### src/rtl/pipe_pkg.sv
// ----------------------------------------------------------------------------
// pipe_pkg
//   Shared definitions for the pipelined adder/subtractor.
//   - ALU_OP_ADD / ALU_OP_SUB : encoding of the 'sub' operation select bit.
//   - chunk_w()  : chunk width handled by one pipeline stage.
//   - skew_off() : bit offset of stage k's operand skew field inside the
//                  flat skew vector (stage k keeps chunks k+1..STAGES-1).
//   - sum_off()  : bit offset of stage k's partial-result field inside the
//                  flat delay vector (stage k keeps chunks 0..k).
// ----------------------------------------------------------------------------
package pipe_pkg;

    localparam logic ALU_OP_ADD = 1'b0;
    localparam logic ALU_OP_SUB = 1'b1;

    function automatic int chunk_w(input int width, input int stages);
        return width / stages;
    endfunction

    // Stage j keeps (width - (j+1)*cw) operand bits; sum those for j < k.
    function automatic int skew_off(input int width, input int cw, input int k);
        return k * width - (cw * k * (k + 1)) / 2;
    endfunction

    // Stage j keeps (j+1)*cw result bits; sum those for j < k.
    function automatic int sum_off(input int cw, input int k);
        return (cw * k * (k + 1)) / 2;
    endfunction

endpackage

### src/rtl/add_slice.sv
// ----------------------------------------------------------------------------
// add_slice
//   CW-bit ripple-carry adder built from full-adder cells.
//   Ports:
//     a, b      in  CW  addends
//     ci        in  1   carry into bit 0
//     s         out CW  sum
//     co        out 1   carry out of bit CW-1
//     c_msb_in  out 1   carry into bit CW-1 (used for signed overflow)
// ----------------------------------------------------------------------------
module add_slice #(
    parameter int CW = 8
) (
    input  logic [CW-1:0] a,
    input  logic [CW-1:0] b,
    input  logic          ci,
    output logic [CW-1:0] s,
    output logic          co,
    output logic          c_msb_in
);

    logic [CW:0] c;

    always_comb begin
        c    = '0;
        s    = '0;
        c[0] = ci;
        for (int i = 0; i < CW; i++) begin
            s[i]     = a[i] ^ b[i] ^ c[i];
            c[i + 1] = (a[i] & b[i]) | (c[i] & (a[i] ^ b[i]));
        end
    end

    assign co       = c[CW];
    assign c_msb_in = c[CW-1];

endmodule

### src/rtl/pipe_addsub.sv
// ----------------------------------------------------------------------------
// pipe_addsub
//   Pipelined carry-chain adder/subtractor. WIDTH-bit operands are split into
//   STAGES chunks of CW = WIDTH/STAGES bits; stage k adds chunk k and registers
//   its carry for stage k+1. Upper operand chunks ride along in skew registers,
//   finished lower result chunks ride along in delay registers.
//   Whole-pipe valid/ready: adv = !out_valid | out_ready, no bubble squeezing.
//
//   Ports:
//     clock      in   1      rising-edge clock
//     reset      in   1      asynchronous active-high, clears all state
//     flush      in   1      synchronous kill of all in-flight operations
//     in_valid   in   1      new operation present on a/b/ci/sub
//     in_ready   out  1      operation accepted this cycle (0 while flush)
//     a, b       in   WIDTH  operands
//     ci         in   1      carry / borrow in
//     sub        in   1      0: a+b+ci, 1: a-b-ci (a + ~b + !ci)
//     sat        in   1      clamp on signed overflow (PIPE_ADDSUB_SAT_EN only)
//     out_valid  out  1      result registers hold a valid result
//     out_ready  in   1      consumer takes the result this cycle
//     sum        out  WIDTH  result
//     co         out  1      carry out of MSB (sub: 1 = no borrow)
//     ovf        out  1      signed overflow of the unclamped result
//     zero       out  1      sum == 0 (after clamping)
//
//   Build option: define PIPE_ADDSUB_SAT_EN to add the 'sat' port and the
//   saturating result path; otherwise results always wrap.
// ----------------------------------------------------------------------------
module pipe_addsub
    import pipe_pkg::*;
#(
    parameter int WIDTH  = 32,
    parameter int STAGES = 4
) (
    input  logic             clock,
    input  logic             reset,
    input  logic             flush,
    input  logic             in_valid,
    output logic             in_ready,
    input  logic [WIDTH-1:0] a,
    input  logic [WIDTH-1:0] b,
    input  logic             ci,
    input  logic             sub,
`ifdef PIPE_ADDSUB_SAT_EN
    input  logic             sat,
`endif
    output logic             out_valid,
    input  logic             out_ready,
    output logic [WIDTH-1:0] sum,
    output logic             co,
    output logic             ovf,
    output logic             zero
);

    localparam int CW        = chunk_w(WIDTH, STAGES);
    localparam int SKEW_BITS = skew_off(WIDTH, CW, STAGES);
    // A single stage needs no skew; the vector is kept at least one bit wide.
    localparam int SKEW_N    = (SKEW_BITS > 0) ? SKEW_BITS : 1;
    localparam int SUM_BITS  = sum_off(CW, STAGES);
    localparam int SUM_LAST  = sum_off(CW, STAGES - 1);

    // Pipeline state
    logic [STAGES-1:0]   vld_q,      vld_d;
    logic [STAGES-1:0]   carry_q,    carry_d;
    logic [SKEW_N-1:0]   a_skew_q,   a_skew_d;
    logic [SKEW_N-1:0]   b_skew_q,   b_skew_d;
    logic [SUM_BITS-1:0] sum_part_q, sum_part_d;
    logic                ovf_q,      ovf_d;
`ifdef PIPE_ADDSUB_SAT_EN
    logic [STAGES-1:0]   sat_q,      sat_d;
`endif

    // Slice interconnect
    logic [CW-1:0]     sl_a [STAGES];
    logic [CW-1:0]     sl_b [STAGES];
    logic [CW-1:0]     sl_s [STAGES];
    logic [STAGES-1:0] sl_ci;
    logic [STAGES-1:0] sl_co;
    logic              cmsb;

    logic [WIDTH-1:0] b_eff;
    logic [WIDTH-1:0] sum_raw;
    logic             adv;
    logic             accept;

`ifdef PIPE_ADDSUB_SAT_EN
    // Clamp toward the overflow direction: a wrapped result with MSB set came
    // from a positive overflow, MSB clear from a negative overflow.
    function automatic logic [WIDTH-1:0] saturate(input logic [WIDTH-1:0] raw,
                                                   input logic             clamp);
        logic [WIDTH-1:0] r;
        r = raw;
        if (clamp) begin
            r = raw[WIDTH-1] ? {1'b0, {(WIDTH-1){1'b1}}} : {1'b1, {(WIDTH-1){1'b0}}};
        end
        return r;
    endfunction
`endif

    // Handshake and output flags
    always_comb begin
        out_valid = vld_q[STAGES-1];
        adv       = !out_valid || out_ready;
        in_ready  = adv && !flush;
        accept    = in_valid && in_ready;
        b_eff     = (sub == ALU_OP_ADD) ? b : ~b;
        sum_raw   = sum_part_q[SUM_LAST +: WIDTH];
`ifdef PIPE_ADDSUB_SAT_EN
        sum       = saturate(sum_raw, sat_q[STAGES-1] && ovf_q);
`else
        sum       = sum_raw;
`endif
        zero      = ~|sum;
        co        = carry_q[STAGES-1];
        ovf       = ovf_q;
    end

    // Slice inputs: stage 0 takes the live operands, later stages take the
    // lowest chunk still waiting in the previous stage's skew field.
    always_comb begin
        sl_a[0]  = a[CW-1:0];
        sl_b[0]  = b_eff[CW-1:0];
        sl_ci[0] = ci ^ (sub == ALU_OP_SUB);
        for (int k = 1; k < STAGES; k++) begin
            sl_a[k]  = a_skew_q[skew_off(WIDTH, CW, k - 1) +: CW];
            sl_b[k]  = b_skew_q[skew_off(WIDTH, CW, k - 1) +: CW];
            sl_ci[k] = carry_q[k - 1];
        end
    end

    for (genvar k = 0; k < STAGES; k++) begin : g_slice
        if (k == STAGES - 1) begin : g_last
            add_slice #(.CW(CW)) u_slice (
                .a        (sl_a[k]),
                .b        (sl_b[k]),
                .ci       (sl_ci[k]),
                .s        (sl_s[k]),
                .co       (sl_co[k]),
                .c_msb_in (cmsb)
            );
        end else begin : g_mid
            add_slice #(.CW(CW)) u_slice (
                .a        (sl_a[k]),
                .b        (sl_b[k]),
                .ci       (sl_ci[k]),
                .s        (sl_s[k]),
                .co       (sl_co[k]),
                .c_msb_in ()
            );
        end
    end

    // Next-state of every stage
    always_comb begin
        vld_d      = '0;
        a_skew_d   = '0;
        b_skew_d   = '0;
        sum_part_d = '0;
        carry_d    = sl_co;
        ovf_d      = cmsb ^ sl_co[STAGES-1];

        vld_d[0] = accept;
        for (int k = 1; k < STAGES; k++) begin
            vld_d[k] = vld_q[k - 1];
        end

        // Stage 0: first result chunk, chunks 1.. of the operands go to skew
        sum_part_d[CW-1:0] = sl_s[0];
        for (int j = 1; j < STAGES; j++) begin
            a_skew_d[(j - 1) * CW +: CW] = a[j * CW +: CW];
            b_skew_d[(j - 1) * CW +: CW] = b_eff[j * CW +: CW];
        end

        // Stage k: append its chunk above the delayed lower chunks, shift skew
        for (int k = 1; k < STAGES; k++) begin
            for (int j = 0; j < k; j++) begin
                sum_part_d[sum_off(CW, k) + j * CW +: CW] =
                    sum_part_q[sum_off(CW, k - 1) + j * CW +: CW];
            end
            sum_part_d[sum_off(CW, k) + k * CW +: CW] = sl_s[k];
            for (int j = k + 1; j < STAGES; j++) begin
                a_skew_d[skew_off(WIDTH, CW, k) + (j - k - 1) * CW +: CW] =
                    a_skew_q[skew_off(WIDTH, CW, k - 1) + (j - k) * CW +: CW];
                b_skew_d[skew_off(WIDTH, CW, k) + (j - k - 1) * CW +: CW] =
                    b_skew_q[skew_off(WIDTH, CW, k - 1) + (j - k) * CW +: CW];
            end
        end

`ifdef PIPE_ADDSUB_SAT_EN
        sat_d    = '0;
        sat_d[0] = sat;
        for (int k = 1; k < STAGES; k++) begin
            sat_d[k] = sat_q[k - 1];
        end
`endif
    end

    // Stage boundary: all stages advance together on adv; flush only kills valids
    always_ff @(posedge clock or posedge reset) begin
        if (reset) begin
            vld_q      <= '0;
            carry_q    <= '0;
            a_skew_q   <= '0;
            b_skew_q   <= '0;
            sum_part_q <= '0;
            ovf_q      <= 1'b0;
`ifdef PIPE_ADDSUB_SAT_EN
            sat_q      <= '0;
`endif
        end else begin
            if (flush) begin
                vld_q <= '0;
            end else if (adv) begin
                vld_q <= vld_d;
            end
            if (adv) begin
                carry_q    <= carry_d;
                a_skew_q   <= a_skew_d;
                b_skew_q   <= b_skew_d;
                sum_part_q <= sum_part_d;
                ovf_q      <= ovf_d;
`ifdef PIPE_ADDSUB_SAT_EN
                sat_q      <= sat_d;
`endif
            end
        end
    end

endmodule

### config.mk
export PLATFORM = sky130hd
export DESIGN_NAME = pipe_addsub
export DESIGN_NICKNAME = d
export VERILOG_FILES = /design/src/rtl/pipe_pkg.sv /design/src/rtl/add_slice.sv /design/src/rtl/pipe_addsub.sv
export SDC_FILE = /design/constraint.sdc
export NUM_CORES = 1
export LEC_CHECK = 0
export BUFFER_PORTS_ARGS = -buffer_cell sky130_fd_sc_hd__buf_4
export CORE_MARGIN = 4
export CORE_UTILIZATION = 30
export CTS_BUF_LIST = sky130_fd_sc_hd__clkbuf_16
export DETAILED_ROUTE_END_ITERATION = 10
export PLACE_DENSITY = 0.59
export SKIP_CTS_REPAIR_TIMING = 1
export SLEW_MARGIN = 0
export SYNTH_ARGS = -nofsm -noshare
export SYNTH_HDL_FRONTEND = slang
export SYNTH_HIERARCHICAL = 1
export SYNTH_SLANG_ARGS = --single-unit
### constraint.sdc
create_clock -name clock -period 6.3 [get_ports clock]
set_clock_uncertainty 0.05 [all_clocks]
set_input_delay 0.315 -clock clock [delete_from_list [all_inputs] [get_ports clock]]
set_output_delay 0.315 -clock clock [all_outputs]
set_load 0.05 [all_outputs]
==> flow_metrics.env <==
export IMPL_setup_ws_ns=2.47
export IMPL_max_slew_margin_pct=37.6
export IMPL_fin_util_pct=35.9
export IMPL_wl_met3_um=533
export IMPL_num_rows=60
export IMPL_place_gp_congestion=0.764
export IMPL_cts_buffers_inserted=17
export IMPL_grt_setup_unrepaired="false"
export IMPL_hold_violations=43
export IMPL_dp_hpwl_mm=11.7
export IMPL_grt_pass1_wl_mm=28.6
export IMPL_r2r_cells=14
export IMPL_p_per_area_nw_per_um2=359
export IMPL_violations="hold timing"
export IMPL_worst_setup_path_end_kind="flip-flop"
export IMPL_htree_levels=4
export IMPL_reg2reg_from="a_skew_q[40]"
export IMPL_post_route_min_period_ns=3.83
export IMPL_wl_met1_mm=8.85
export IMPL_clock_root_buffer="clkbuf_16"
export IMPL_layout_drive_gt1_share_pct=15.0
export IMPL_synthCells=912
export IMPL_fp_dieArea_um2=30600
export IMPL_die_h_um=175
export IMPL_yosysSeqAreaShare_pct=55.4
export IMPL_syn_nets=1015
export IMPL_viasPerCell=4.07
export IMPL_min_period_over_period_pct=60.8
export IMPL_clock_path_buffers=2
export IMPL_grt_use_total_pct=11.6
export IMPL_p_switching_mw=1.23
export IMPL_clkPwrFrac_pct=30.7
export IMPL_pre_cts_slack_ns=2.07
export IMPL_ys_ff_latch=185
export IMPL_cp_slowest_stage_delay_ns=0.42
export IMPL_yosys_warnings=6
export IMPL_cts_tree="built"
export IMPL_drc=0
export IMPL_worst_pin_slew_ns=0.936
export IMPL_drtIter0Drc=303
export IMPL_fill_cells=2849
export IMPL_grt_pass1_vias=5436
export IMPL_hold_worst_slack_ns=-0.0415
export IMPL_worstPathCellList="fa_1 -> inv_1 -> fa_1 -> inv_1 -> fa_1 -> fa_1 -> fa_1 -> fa_1 -> inv_1 -> fa_1 -> inv_1 -> fa_1 -> xnor2_1 -> o21ai_0"
export IMPL_multi_input_area_um2=3060
export IMPL_combPwrFrac_pct=23.8
export IMPL_power_internal_mw=2.28
export IMPL_start_util_pct=30.7
export IMPL_dr_pass1_iters=4
export IMPL_wl_mm=16.9
export IMPL_crit_required_ns=6.55
export IMPL_grt_overflow_total=0
export IMPL_slew_viol_final=0
export IMPL_highest_signal_layer="met4"
export IMPL_cts_sinks=185
export IMPL_antenna_cells=0
export IMPL_seq_area_um2=4630
export IMPL_seq_power_share_pct=45.5
export IMPL_cts_clk_slew_worst_paths_ns=0.08
export IMPL_syn_to_final_growth_pct=16.8
export IMPL_critPathLaunchType="flip-flop"
export IMPL_yosysUniqueCellTypes=19
export IMPL_final_nets=1069
export IMPL_port_buffers=107
export IMPL_r2r_end="ovf"
export IMPL_cp_max_fo=2
export IMPL_clock_fmax_mhz=261
export IMPL_ioPinCount=108
export IMPL_syn_cell_area_um2=8350
export IMPL_vdd_drop_max_uv=189
export IMPL_cp_slowest_cell="fa_1"
export IMPL_hp_class="in -> async"
export IMPL_antenna_left=0
export IMPL_wl_met2_mm=7.20
export IMPL_cap_viol_max_count=0
export IMPL_avgSynthCellArea_um2=9.16
export IMPL_die_w_um=175
export IMPL_antenna_found_initial=0
export IMPL_fin_setup_tns_ns=0
export IMPL_wire_per_inst_um=12.5
export IMPL_status="complete, but fails checks"
export IMPL_core_um2=27200
export IMPL_rrSetupSlack_ns=2.47
export IMPL_path_class="reg -> reg"
export IMPL_arrival_ns=4.08
export IMPL_grt_max_degree=111
export IMPL_leakage_nw=4.93
export IMPL_clock_latency_ns=0.43
export IMPL_switching_share_pct=35.0
export IMPL_crit_top_cell="fa_1"
export IMPL_setup_viol=0
export IMPL_dr_total_vias=5499
## state kept, by name, summed over array words and instances, names as in the netlist
register,cells
ovf,1
carry_q,4
sum_part_q,80
a_skew_q,48
vld_q,4
b_skew_q,48
## synth_stat cells (all sizes together)
cell type	count	area [um^2]
fa	32	641
o21ai	25	125
dfrtp	185	4630
xor2	9	78.8
inv	41	154
nor4	8	50.1
buf	72	505
xnor2	25	219
nand2	499	1870
nor2	4	15.0
clkbuf	5	18.8
nand4	2	12.5
nand2b	1	6.26
a21oi	3	15.0
nor2b	1	8.76
## power groups by stage
stage,Clock [mW],Sequential (mW),Combinational [mW]
5_1_grt,1.16,1.63,0.930
3_3_place_gp,0,1.62,0.836
4_1_cts,1.11,1.60,0.853
3_5_place_dp,0,1.63,0.850
6_report,1.08,1.60,0.834
2_1_floorplan,0,1.57,0.687
## layer usage
layer  GRT usage, %  up-vias
met1           17.4     2560
met5              0        -
met3           2.34       23
met4           4.35        0
li1               -     2821
met2           16.4       95
## how the worst max path moves through the flow
stage | startpoint | end | slack, ns | cells past startpoint
finish | a_skew_q[40] | ovf | 2.47 | 14
global route | a_skew_q[40] | ovf | 2.28 | 14
CTS | a_skew_q[40] | ovf | 2.47 | 14
detailed placement | sub | sum_part_q[7] | 2.07 | 16
global placement | sub | sum_part_q[7] | 2.17 | 16
floorplan | reset | a_skew_q[0] | 0.91 | 1
## cells by family (layout without fill, tap and decap cells)
| logic type | count (synthesis) | after routing | share of synthesized area [%] |
|---|---|---|---|
| buffers and inverters | 118 | 185 | 8.12 |
| flip-flops | 185 | 185 | 55.4 |
| AND/OR/NAND/NOR | 515 | 515 | 23.5 |
| adder cells (fa/ha/maj) | 32 | 32 | 7.67 |
| AO/OA/AOI/OAI | 28 | 28 | 1.68 |
| XOR/XNOR | 34 | 34 | 3.57 |
## per-stage QoR
stage	total power [mW]	instances	area, um^2
global route	3.72	1351	9760
global placement	2.45	1319	9150
CTS	3.56	1351	9760
detailed placement	2.48	1319	9150
finish	3.51	1351	9760
floorplan	2.26	912	8350
## final cells by class
type | instances | area share (%)
flip-flops and latches | 185 | 47.4
multi-input cells | 609 | 31.3
repair buffers | 112 | 8.62
well taps | 372 | 4.77
clock buffers | 17 | 4.36
clock inverters | 15 | 1.82
inverters | 41 | 1.65
## cells in the final DEF, fill, tap and decap left out
cell / count
fa_1: 32
nor2b_4: 1
clkbuf_16: 17
buf_4: 112
o21ai_1: 17
bufinv_16: 1
xor2_1: 9
nand2_1: 499
clkinv_2: 1
dfrtp_1: 185
inv_8: 7
o21ai_0: 8
nand4_1: 2
nor4_1: 8
inv_6: 1
clkinv_8: 2
nor2_1: 4
xnor2_1: 25
clkinvlp_4: 1
nand2b_4: 1
a21oi_1: 3
clkinv_4: 3
inv_1: 40
## critical path, delay by kind of cell, from the launching register on
| family | cells | cell delay [ns] |
|---|---|---|
| buffers and inverters | 4 | 0.30 |
| adders and majority gates | 8 | 2.70 |
| DFF | 1 | 0.40 |
| xor gates and xnor gates | 1 | 0.16 |
| AOI/OAI and AO/OA | 1 | 0.09 |
Power figures use the tool's default switching activity.
